**src/rtl/riscv_pkg.sv**
```systemverilog
// Shared definitions for the five-stage RISC-V core: opcodes, ALU encodings,
// the decoder control word and the halt sequencer state type.
package riscv_pkg;

    localparam logic [6:0] OP_LW   = 7'b0000011;
    localparam logic [6:0] OP_SW   = 7'b0100011;
    localparam logic [6:0] OP_RT   = 7'b0110011;
    localparam logic [6:0] OP_BT   = 7'b1100011;
    localparam logic [6:0] OP_IT   = 7'b0010011;
    localparam logic [6:0] OP_JALR = 7'b1100111;
    localparam logic [6:0] OP_JAL  = 7'b1101111;
    localparam logic [6:0] OP_LUI  = 7'b0110111;

    localparam logic [2:0] ALU_ADD = 3'b000;
    localparam logic [2:0] ALU_SUB = 3'b001;
    localparam logic [2:0] ALU_AND = 3'b010;
    localparam logic [2:0] ALU_OR  = 3'b011;
    localparam logic [2:0] ALU_XOR = 3'b100;
    localparam logic [2:0] ALU_SLT = 3'b101;
    localparam logic [2:0] ALU_SLL = 3'b110;
    localparam logic [2:0] ALU_SRL = 3'b111;

    typedef struct packed {
        logic       reg_write;
        logic       mem_write;
        logic       jump;
        logic       jump_sel;
        logic       alu_src;
        logic       beq;
        logic       bne;
        logic       blt;
        logic       bge;
        logic       done;
        logic [1:0] result_src;
        logic [2:0] alu_control;
    } ctrl_t;

    typedef enum logic [1:0] {
        RUN    = 2'b00,
        DRAIN  = 2'b01,
        HALTED = 2'b10
    } halt_state_t;

endpackage

```
**src/rtl/id_ex_stage_halt_sequencer.sv**
```systemverilog
// Halt sequencer: after a captured `done`, counts execute edges until the
// pipeline has drained, masking younger instructions meanwhile.
module halt_sequencer
    import riscv_pkg::*;
#(
    parameter int DRAIN_CYCLES = 3
) (
    input  logic clk,
    input  logic rst_n,
    input  logic done_capture,
    input  logic stall,
    output logic halted,
    output logic mask
);

    localparam int CNT_W = (DRAIN_CYCLES > 1) ? $clog2(DRAIN_CYCLES) : 1;
    localparam logic [CNT_W-1:0] CNT_LAST = CNT_W'(DRAIN_CYCLES - 1);

    halt_state_t      state_r;
    logic [CNT_W-1:0] cnt_r;
    logic             halted_r;
    logic             mask_r;

    // State, drain counter and registered status flags.
    always_ff @(posedge clk or negedge rst_n) begin
        if (!rst_n) begin
            state_r  <= RUN;
            cnt_r    <= {CNT_W{1'b0}};
            halted_r <= 1'b0;
            mask_r   <= 1'b0;
        end else begin
            case (state_r)
                RUN: begin
                    if (done_capture) begin
                        state_r <= DRAIN;
                        cnt_r   <= {CNT_W{1'b0}};
                        mask_r  <= 1'b1;
                    end
                end
                DRAIN: begin
                    // Stalled edges do not advance the drain; flushes still do.
                    if (!stall) begin
                        if (cnt_r == CNT_LAST) begin
                            state_r  <= HALTED;
                            halted_r <= 1'b1;
                        end else begin
                            cnt_r <= cnt_r + CNT_W'(1);
                        end
                    end
                end
                HALTED: begin
                    state_r  <= HALTED;
                    halted_r <= 1'b1;
                    mask_r   <= 1'b1;
                end
                default: begin
                    state_r  <= RUN;
                    cnt_r    <= {CNT_W{1'b0}};
                    halted_r <= 1'b0;
                    mask_r   <= 1'b0;
                end
            endcase
        end
    end

    assign halted = halted_r;
    assign mask   = mask_r;

endmodule

```
**src/rtl/id_ex_stage.sv**
```systemverilog
// ID/EX pipeline register with bubble insertion, stall hold and a halt
// sequencer that drains the pipeline after a valid `done`.
module id_ex_stage
    import riscv_pkg::*;
#(
    parameter int XLEN         = 32,
    parameter int DRAIN_CYCLES = 3
) (
    input  logic            clk,
    input  logic            rst_n,
    input  logic            FlushE,
    input  logic            StallE,
    input  logic            ValidD,
    input  logic            RegWriteD,
    input  logic            MemWriteD,
    input  logic            JumpD,
    input  logic            JumpSelD,
    input  logic            ALUSrcD,
    input  logic            BeqD,
    input  logic            BneD,
    input  logic            BltD,
    input  logic            BgeD,
    input  logic            doneD,
    input  logic [1:0]      ResultSrcD,
    input  logic [2:0]      ALUControlD,
    input  logic [XLEN-1:0] RD1D,
    input  logic [XLEN-1:0] RD2D,
    input  logic [XLEN-1:0] PCD,
    input  logic [XLEN-1:0] PCPlus4D,
    input  logic [XLEN-1:0] ImmExtD,
    input  logic [4:0]      Rs1D,
    input  logic [4:0]      Rs2D,
    input  logic [4:0]      RdD,
    output logic            ValidE,
    output logic            RegWriteE,
    output logic            MemWriteE,
    output logic            JumpE,
    output logic            JumpSelE,
    output logic            ALUSrcE,
    output logic            BeqE,
    output logic            BneE,
    output logic            BltE,
    output logic            BgeE,
    output logic            doneE,
    output logic [1:0]      ResultSrcE,
    output logic [2:0]      ALUControlE,
    output logic [XLEN-1:0] RD1E,
    output logic [XLEN-1:0] RD2E,
    output logic [XLEN-1:0] PCE,
    output logic [XLEN-1:0] PCPlus4E,
    output logic [XLEN-1:0] ImmExtE,
    output logic [4:0]      Rs1E,
    output logic [4:0]      Rs2E,
    output logic [4:0]      RdE,
    output logic            Halted
);

    typedef struct packed {
        logic            valid;
        ctrl_t           ctrl;
        logic [XLEN-1:0] rd1;
        logic [XLEN-1:0] rd2;
        logic [XLEN-1:0] pc;
        logic [XLEN-1:0] pc_plus4;
        logic [XLEN-1:0] imm;
        logic [4:0]      rs1;
        logic [4:0]      rs2;
        logic [4:0]      rd;
    } ex_bundle_t;

    ex_bundle_t bank_r;
    ex_bundle_t capture_s;
    ex_bundle_t bank_next_s;
    logic       mask_s;
    logic       done_capture_s;

    assign done_capture_s = ValidD & doneD & ~FlushE & ~StallE;

    halt_sequencer #(
        .DRAIN_CYCLES (DRAIN_CYCLES)
    ) u_halt_sequencer (
        .clk          (clk),
        .rst_n        (rst_n),
        .done_capture (done_capture_s),
        .stall        (StallE),
        .halted       (Halted),
        .mask         (mask_s)
    );

    // Decode-side word; an invalid slot collapses to an all-zero bubble.
    always_comb begin
        capture_s = '0;
        if (ValidD) begin
            capture_s.valid            = 1'b1;
            capture_s.ctrl.reg_write   = RegWriteD;
            capture_s.ctrl.mem_write   = MemWriteD;
            capture_s.ctrl.jump        = JumpD;
            capture_s.ctrl.jump_sel    = JumpSelD;
            capture_s.ctrl.alu_src     = ALUSrcD;
            capture_s.ctrl.beq         = BeqD;
            capture_s.ctrl.bne         = BneD;
            capture_s.ctrl.blt         = BltD;
            capture_s.ctrl.bge         = BgeD;
            capture_s.ctrl.done        = doneD;
            capture_s.ctrl.result_src  = ResultSrcD;
            capture_s.ctrl.alu_control = ALUControlD;
            capture_s.rd1              = RD1D;
            capture_s.rd2              = RD2D;
            capture_s.pc               = PCD;
            capture_s.pc_plus4         = PCPlus4D;
            capture_s.imm              = ImmExtD;
            capture_s.rs1              = Rs1D;
            capture_s.rs2              = Rs2D;
            capture_s.rd               = RdD;
        end else begin
            capture_s = '0;
        end
    end

    // Next bank contents: flush, then hold, then halt masking, then capture.
    always_comb begin
        bank_next_s = '0;
        if (FlushE) begin
            bank_next_s = '0;
        end else if (StallE) begin
            bank_next_s = bank_r;
        end else if (mask_s) begin
            bank_next_s = '0;
        end else begin
            bank_next_s = capture_s;
        end
    end

    // The pipeline register itself.
    always_ff @(posedge clk or negedge rst_n) begin
        if (!rst_n) begin
            bank_r <= '0;
        end else begin
            bank_r <= bank_next_s;
        end
    end

    assign ValidE      = bank_r.valid;
    assign RegWriteE   = bank_r.ctrl.reg_write;
    assign MemWriteE   = bank_r.ctrl.mem_write;
    assign JumpE       = bank_r.ctrl.jump;
    assign JumpSelE    = bank_r.ctrl.jump_sel;
    assign ALUSrcE     = bank_r.ctrl.alu_src;
    assign BeqE        = bank_r.ctrl.beq;
    assign BneE        = bank_r.ctrl.bne;
    assign BltE        = bank_r.ctrl.blt;
    assign BgeE        = bank_r.ctrl.bge;
    assign doneE       = bank_r.ctrl.done;
    assign ResultSrcE  = bank_r.ctrl.result_src;
    assign ALUControlE = bank_r.ctrl.alu_control;
    assign RD1E        = bank_r.rd1;
    assign RD2E        = bank_r.rd2;
    assign PCE         = bank_r.pc;
    assign PCPlus4E    = bank_r.pc_plus4;
    assign ImmExtE     = bank_r.imm;
    assign Rs1E        = bank_r.rs1;
    assign Rs2E        = bank_r.rs2;
    assign RdE         = bank_r.rd;

endmodule

```
**config.mk**
```make
export PLATFORM = sky130hd
export DESIGN_NAME = id_ex_stage
export DESIGN_NICKNAME = d
export VERILOG_FILES = /design/src/rtl/riscv_pkg.sv /design/src/rtl/id_ex_stage_halt_sequencer.sv /design/src/rtl/id_ex_stage.sv
export SDC_FILE = /design/constraint.sdc
export NUM_CORES = 1
export LEC_CHECK = 0
export ABC_AREA = 1
export CORE_AREA = 3 3 150 152
export CTS_CLUSTER_DIAMETER = 150
export DETAILED_ROUTE_END_ITERATION = 10
export DIE_AREA = 0 0 153 155
export PLACE_DENSITY = 0.81
export SETUP_SLACK_MARGIN = 0.05
export SYNTH_ARGS = -nofsm -noshare
export SYNTH_HDL_FRONTEND = slang
export SYNTH_SLANG_ARGS = --single-unit
export TNS_END_PERCENT = 50
```
**constraint.sdc**
```tcl
create_clock -name clk -period 1.6 [get_ports clk]
set_input_delay 0.32 -clock clk [delete_from_list [all_inputs] [get_ports clk]]
set_output_delay 0.32 -clock clk [all_outputs]
set_load 0.01 [all_outputs]
```
==> flow_summary.yaml <==
cts:
  cts.reportedPaths.clkPinSlew_ps: 80
  cts_max_path_buffers: 2
  insertion_delay_ps: 430
  h-tree-depth: 4
  cts_tree: "built"
  cts.sinks: 197
  cts-root-buf: "clkbuf_16"
  cts_buffers: 17
critical_path:
  arrival_ps: 1140
  worstReg2RegStart: "u_halt_sequencer.state_r[1]"
  rr_worst_depth: 7
  critPathMaxFanout: 2
  startpoint: "PCE[17]"
  cp_cell_sequence: "dlygate4sd2_1"
  slowest_delay_ps: 410
  r2r_end: "u_halt_sequencer.halted"
  critPathLaunchType: "flop"
  reg2reg_slack_ps: 170
  crit_family: "flip-flops"
  slowest_stage: "dfrtp_1"
  crit_required_ps: 1280
  cp-endpoint: "PCE[17]"
  path_depth: 1
  critical_path_class: "flop to output pin"
  end_kind: "output pin"
  cp.buffers_inverters: 1
placement:
  place_ws_ps: -190
  io_buffer_count: 386
  dpl.hpwl_microns: 19000
  place.gp.congestion: 0.846
sta:
  slew_headroom: 0.732
  post-route-period-util: 0.915
  whs_ps: 392
  rsz0062_at_grt: "no"
  fin_tns_setup_ps: 0
  hold_viol: 0
  period_needed_ps: 1460
  setup_viol: 0
  timing.fmax_mhz: 683
  tightestPinTransition_ps: 402
  finalClockSkew_ps: 14.7
  maxSlewViolCount: 0
  fin_ws_ps: 137
logic_synthesis:
  synth_area_leaders: "dfrtp_1 58%, nand3_1 12%, o21ai_2 9.3%"
  ys_ff_latch: 197
  synth.distinct_cells: 19
  synth-main-ff-cell: "dfrtp_1"
  ys_warn_count: 0
  syn-num-nets: 1073
  synth_top_cell_by_area: "dfrtp_1"
  synth_common_cells: "198 x inv_1, 197 x dfrtp_1, 194 x nand3_1"
  syn_avg_cell_area_sq_um: 9.65
  syn_area_sq_mm: 0.00843
  synth_most_common_cell: "inv_1"
  synth_top_area_frac: 0.585
  synthCells: 874
  synth_edf_count: 0
  ys_seq_area_frac: 0.585
  async_flop_share: 1.00
detailed_routing:
  drt_wl_total_microns: 25600
  drc: 0
  vias: 7482
  viasPerCell: 4.83
  drt_first_pass_iters: 5
  post_drt_wl_per_cell_microns: 16.5
  ant_nets: 0
  drt_iter0_markers: 402
floorplanning:
  ios: 387
  dieArea_sq_mm: 0.0237
  core.rowCount: 53
  die_y_microns: 155
  die_w_microns: 153
  core-area_sq_mm: 0.0212
  initial_utilization: 0.399
global_routing:
  grt_overflow: 0
  grt_pass1_vias: 7578
  grt_antenna_before_repair: 0
  grt_use_total: 0.212
  grt_pass1_wl_microns: 40800
  grt_max_degree: 55
layout:
  synthToLayoutAreaGrowth_pct: 57.3
  fill_cells: 1794
  num_antenna_cells: 0
  drive_gt1_frac: 0.134
  fin_nets: 1460
  final_core_util: 0.627
power:
  powerDensity_mw_per_mm2: 917
  peakVddDrop_mv: 0.609
  p_leak_nw: 7.33
run:
  maxCapViolations: 0
worst_hold_path:
  hp-class: "primary input to async pin"
run_status:
  outcome: "complete, no violations"
what timing repair did:
action	4_1_cts	5_1_grt
buffers inserted	0	0
resized for setup	192	0
hold buffers	1	0
endpoints found under the setup margin	192	0
endpoints found under the hold margin	40	0
how the worst min path moves through the flow:
| stage | end | cells after the start | slack, ps | startpoint |
|---|---|---|---|---|
| finish | RD2E[8] | 2 | 390 | rst_n |
| detailed placement | RD2E[18] | 1 | 290 | rst_n |
| global placement | ImmExtE[0] | 1 | 290 | rst_n |
| global route | RD2E[18] | 2 | 400 | rst_n |
| floorplan | ALUControlE[0] | 0 | 20 | rst_n |
| CTS | ValidE | 4 | 380 | StallE |
logic make-up after synthesis:
logic type,after synthesis,share of synthesized area
buf+inv,261,0.126
simple gates,219,0.129
flops,197,0.585
compound gates,193,0.155
fa+ha+maj,4,0.00593
metal layers:
metal  wire length (microns)  part of all wire  GRT usage  vias up
met5                       0                 0          0        -
met3                    1650             0.065     0.0559       43
met2                   13200              0.52      0.371      284
met4                     621             0.024     0.0658        0
li1                        -                 -          -     3579
met1                   10000              0.39      0.259     3576
power by group:
group / internal, mW / switching, mW / total, mW
logic: 1.20 / 1.28 / 2.48
clock network: 2.07 / 2.07 / 4.14
registers: 5.34 / 0.200 / 5.54
total: 8.62 / 3.54 / 12.2
sequential cells by signal, indices dropped and copies added (netlist names), 3 cells and up:
| signal | flops |
|---|---|
| RD1E | 32 |
| PCPlus4E | 32 |
| PCE | 32 |
| ImmExtE | 32 |
| ALUControlE | 3 |
| Rs1E | 5 |
| RD2E | 32 |
| Rs2E | 5 |
| RdE | 5 |
through the flow:
step / cells / power (mW) / cell area [sq um]
finish: 1549 / 12.2 / 13300
global route: 1549 / 12.7 / 13300
CTS: 1549 / 12.3 / 13300
detailed placement: 1516 / 8.36 / 12900
global placement: 1516 / 8.30 / 12900
floorplan: 874 / 6.70 / 8430
layout by cell type, fill, tap and decap left out:
master,Yosys,final
inv_8,0,3
ha_1,4,4
o21ai_0,101,101
or2_2,1,1
clkinv_8,0,2
clkbuf_8,0,1
buf_12,0,21
clkbuf_1,41,1
o21ai_2,90,90
nand3b_1,1,1
a21oi_1,2,2
clkinvlp_4,0,1
clkinv_4,0,2
dlygate4sd2_1,0,192
inv_4,0,1
nor3_1,1,1
nor2_1,2,2
buf_4,1,23
nand3_1,194,193
nor2_2,1,1
buf_6,10,1
inv_6,0,4
clkbuf_16,0,17
nand2_1,15,15
nand4_1,4,4
inv_1,198,197
clkdlybuf4s50_1,0,192
clkinv_2,0,2
nand3_4,0,1
dfrtp_1,197,197
dlygate4sd3_1,0,1
cell type report:
cell class                      instances  area [sq um]  area share
Clock buffer                           18           429      0.0323
Clock inverter                         14           136      0.0103
Inverter                              198           746      0.0562
Multi-Input combinational cell        416          2450       0.185
Sequential cell                       197          4930       0.372
Tap cell                              275           344      0.0259
Timing Repair Buffer                  431          4230       0.319
Power figures use the tool's default switching activity.
